**config.mk**
```make
export PLATFORM = sky130hd
export DESIGN_NAME = pwm_generator
export DESIGN_NICKNAME = d
export VERILOG_FILES = /design/src/rtl/pwm_generator.sv
export SDC_FILE = /design/constraint.sdc
export NUM_CORES = 1
export LEC_CHECK = 0
export CAP_MARGIN = 0
export CORE_MARGIN = 1.5
export CORE_UTILIZATION = 62
export CTS_CLUSTER_DIAMETER = 200
export DETAILED_ROUTE_END_ITERATION = 8
export DONT_BUFFER_PORTS = 1
export GPL_TIMING_DRIVEN = 0
export PLACE_DENSITY = 0.84
export SETUP_SLACK_MARGIN = 0.1
export SLEW_MARGIN = 20
export SYNTH_ARGS = -nofsm -noshare
export SYNTH_HDL_FRONTEND = slang
export SYNTH_SLANG_ARGS = --single-unit
export TNS_END_PERCENT = 100
```
**constraint.sdc**
```tcl
create_clock -name i_clk -period 3.4 [get_ports i_clk]
set_input_delay 0.68 -clock i_clk [delete_from_list [all_inputs] [get_ports i_clk]]
set_output_delay 0.68 -clock i_clk [all_outputs]
set_load 0.03 [all_outputs]
```
**src/rtl/pwm_generator.sv**
```systemverilog
// pwm_generator: period-counting PWM output stage with double-buffered
// period (top) and duty (compare) settings. New settings take effect only
// at a period boundary, so a running period is never cut short or stretched.
module pwm_generator (
    input  logic       i_clk,
    input  logic       i_rst_n,
    input  logic [7:0] i_top,
    input  logic       i_top_valid,
    input  logic [8:0] i_compare,
    input  logic       i_compare_valid,
    output logic       o_pwm,
    output logic [7:0] o_count,
    output logic       o_period_start,
    output logic       o_pending
);

    // Active settings, shadow settings and their pending flags.
    logic [7:0] top_a;
    logic [8:0] cmp_a;
    logic [7:0] top_s;
    logic [8:0] cmp_s;
    logic       top_p;
    logic       cmp_p;
    logic [7:0] count;
    logic       pwm_q;
    logic       period_start_q;

    // Next-state values.
    logic       boundary;
    logic [7:0] count_n;
    logic [7:0] top_a_n;
    logic [8:0] cmp_a_n;
    logic [7:0] top_s_n;
    logic [8:0] cmp_s_n;
    logic       top_p_n;
    logic       cmp_p_n;
    logic       pwm_n;

    // Handshake: i_top_valid / i_compare_valid are single-cycle strobes with
    // no back-pressure; every strobe is captured on the edge it is sampled.
    // A strobe that coincides with the boundary edge bypasses the shadow and
    // goes straight into the active register.

    // Compute boundary, counter, settings and output for the next edge.
    always_comb begin
        boundary = (count == top_a);
        count_n  = boundary ? 8'd0 : count + 8'd1;

        top_s_n  = i_top_valid     ? i_top     : top_s;
        cmp_s_n  = i_compare_valid ? i_compare : cmp_s;

        top_a_n  = top_a;
        cmp_a_n  = cmp_a;
        top_p_n  = top_p | i_top_valid;
        cmp_p_n  = cmp_p | i_compare_valid;

        if (boundary) begin
            if (i_top_valid) begin
                top_a_n = i_top;
            end else if (top_p) begin
                top_a_n = top_s;
            end
            if (i_compare_valid) begin
                cmp_a_n = i_compare;
            end else if (cmp_p) begin
                cmp_a_n = cmp_s;
            end
            // Everything captured so far has now been applied.
            top_p_n = 1'b0;
            cmp_p_n = 1'b0;
        end

        // Output is derived from next-state values so it lines up with o_count.
        pwm_n = ({1'b0, count_n} < cmp_a_n);
    end

    // State registers; reset aborts the period and drops pending settings.
    always_ff @(posedge i_clk or negedge i_rst_n) begin
        if (!i_rst_n) begin
            count          <= 8'd0;
            top_a          <= 8'hFF;
            cmp_a          <= 9'd0;
            top_s          <= 8'd0;
            cmp_s          <= 9'd0;
            top_p          <= 1'b0;
            cmp_p          <= 1'b0;
            pwm_q          <= 1'b0;
            period_start_q <= 1'b0;
        end else begin
            count          <= count_n;
            top_a          <= top_a_n;
            cmp_a          <= cmp_a_n;
            top_s          <= top_s_n;
            cmp_s          <= cmp_s_n;
            top_p          <= top_p_n;
            cmp_p          <= cmp_p_n;
            pwm_q          <= pwm_n;
            period_start_q <= boundary;
        end
    end

    assign o_pwm          = pwm_q;
    assign o_count        = count;
    assign o_period_start = period_start_q;
    assign o_pending      = top_p | cmp_p;

endmodule

```
==> impl_metrics.tcl <==
set metrics [dict create \
    setup_ws_ns 0.342 \
    synth-seq-area-share 0.544 \
    antenna_left 0 \
    post_drt_wl_per_cell_um 16.2 \
    powerDensity_mw_per_mm2 871 \
    cts_resized 0 \
    io_pins 32 \
    critical_path_arrival_ns 3.33 \
    r2r-end "o_pwm$_DFF_PN0_" \
    die-area_mm2 0.00380 \
    p_leak_nw 0.963 \
    max_cap_violations 0 \
    yosysMostFrequentCell "dfrtp_1" \
    setup_tns_ns 0 \
    drive_gt1_frac 0.269 \
    htree_levels 2 \
    relSlewSlack 0.675 \
    clock-sinks 46 \
    dp_slack_ns 0.355 \
    core_mm2 0.00331 \
    yosys.area.top_type_share 0.445 \
    grt_pass1_wl_mm 6.03 \
    rows 21 \
    grt_start_max_net_pins 39 \
    path_clk_slew_ns 0.12 \
    drcViolationCount 0 \
    die_w_um 61.7 \
    crit_type "flop to flop" \
    clk_path_buf_depth 2 \
    start_kind "flop" \
    synth_flop_cell "dfrtp_1" \
    overflow 0 \
    final-max-slew-violation-count 0 \
    synthesis.area_mm2 0.00213 \
    drtIter0Drc 41 \
    async_reset_ff_frac 1.00 \
    worstMarginPinSlew_ns 0.488 \
    setup_viol 0 \
    r2r_slack_ns 0.34 \
    hold_path.class "primary input to asynchronous set/reset pin" \
    hold_buffers 1 \
    syn2layout_area_growth_pct 7.15 \
    rsz0062_at_grt "false" \
    syn-num-nets 195 \
    grt_antenna_before_repair 0 \
    post-dp-hpwl_mm 2.65 \
    synthTopCellsByArea "dfrtp_1, mux2_2, dfstp_2" \
    fin_crit_sh 0.900 \
    wl_met3_um 168 \
    clock_latency_ns 0.36 \
    ir_drop_mv 0.545 \
    yosys_warnings 0 \
    cts_buffers 5 \
    yosys.area.top_type "dfrtp_1" \
    clock-root-buffer "clkbuf_4" \
    clock_skew_ns 0.00817 \
    cp_max_fo 6 \
    numPortBuffers 0 \
    critical_path.endpoint_type "flop" \
    syn_avg_cell_area_um2 12.9 \
    synth_edf_count 0 \
    synth-seq-cells 46 \
    fmaxAchievable_ghz 0.327 \
    outcome "finished, final reports clean" \
    finalHoldViolCount 0 \
    required_ns 3.67 \
    syn_inst 166 \
    critPathLaunch "o_count[3]$_DFF_PN0_" \
    ys_top_cells_by_count "dfrtp_1, mux2_2, nor2_1, xnor2_1" \
    postCtsSetupBuffers 0 \
    wl_met2_mm 1.83 \
    top_layer_used "met4" \
    start_util 0.645 \
    wl_met1_mm 1.49 \
    first_pass_iters 4 \
    vias 1239 \
    die_y_um 61.7 \
    gp_congestion 0.792 \
    reg2reg_from "o_count[3]$_DFF_PN0_" \
    grt_pass1_vias 1299 \
    n_antenna_cell 0 \
    period_needed_ns 3.06 \
    fin_nets 203 \
    r2r_cells 10 \
    cts_tree "built" \
    track_usage 0.229 \
    synth_cell_types 35 \
    viasPerCell 5.61 \
    totalWireLength_mm 3.59 \
]
routing by layer:
metal / vias to the layer above / GRT usage
met2: 26 / 0.371
met5: - / 0
met4: 0 / 0.100
met3: 6 / 0.0672
met1: 615 / 0.285
li1: 592 / -
through the flow:
step	hold WS [ns]	instance area, µm²	power (mW)	instances	util
final	0.144	2290	1.99	221	0.691
after global routing	0.102	2290	2.16	221	0.691
after CTS	0.125	2290	2.02	221	0.691
after detailed placement	0.385	2190	1.68	212	0.662
after global placement	0.386	2190	1.63	212	0.662
after floorplan	0.384	2130	1.52	166	-
power breakdown:
part | internal, mW | switching (mW)
logic | 0.336 | 0.370
registers | 0.743 | 0.225
clock network | 0.156 | 0.163
total | 1.24 | 0.758
worst max-delay path, stage by stage (launching register included):
cell      delay (ns)
dfrtp_1         0.56
xnor2_1         0.29
nand4_2         0.32
nor3_4          0.45
mux2i_1         0.29
ha_1            0.28
a21o_1          0.16
a21o_1          0.17
a21oi_1         0.15
o21ai_0         0.10
o211ai_1        0.20
sequential cells by signal, summed over array words and instances, names as in the netlist:
register and flops:
cmp_a 9, o_pwm 1, top_a 8, o_period_start 1
o_count 8, top_s 8, top_p 1, cmp_s 9
cmp_p 1
worst max path at each step:
stage / endpoint / slack, ns / cells past startpoint
2_1_floorplan: o_pwm$_DFF_PN0_ / 0.74 / 10
3_3_place_gp: o_pwm$_DFF_PN0_ / 0.39 / 10
3_5_place_dp: o_pwm$_DFF_PN0_ / 0.35 / 10
4_1_cts: o_pwm$_DFF_PN0_ / 0.31 / 10
5_1_grt: o_pwm$_DFF_PN0_ / 0.12 / 10
6_report: o_pwm$_DFF_PN0_ / 0.34 / 10
cell families after synthesis:
| group | count (synthesis) | share of synthesized area |
|---|---|---|
| flip-flops | 46 | 0.544 |
| XOR/XNOR | 14 | 0.0574 |
| buffers and inverters | 10 | 0.0188 |
| AO/OA/AOI/OAI | 19 | 0.0604 |
| AND/OR/NAND/NOR | 37 | 0.108 |
| adder cells (fa/ha/maj) | 8 | 0.0469 |
| multiplexers | 32 | 0.165 |
cell usage in the layout (no fill, tap or decap), types with 3 or more instances in the layout:
| cell type | Yosys | final |
|---|---|---|
| dfrtp_1 | 38 | 38 |
| mux2_2 | 24 | 24 |
| nor2_1 | 13 | 13 |
| xnor2_1 | 12 | 12 |
| ha_1 | 8 | 8 |
| dfstp_2 | 8 | 8 |
| mux2i_1 | 7 | 7 |
| clkbuf_1 | 3 | 5 |
| inv_1 | 5 | 5 |
| nand2_1 | 5 | 5 |
| clkbuf_4 | 0 | 5 |
| nor2b_1 | 4 | 4 |
| o21ai_0 | 4 | 4 |
| a21o_1 | 4 | 4 |
| nand3_1 | 3 | 3 |
cell type report:
class                   instances  area (µm²)
plain buffers                   5        21.3
clock buffers                   7        45.0
clock inverters                 1        30.0
fillers                       251        1020
inverters                       5        18.8
multi-input cells             110         933
flip-flops and latches         46        1160
well taps                      46        57.6
repair buffers                  1        20.0
Note: power is estimated with default switching activity, not from simulation.
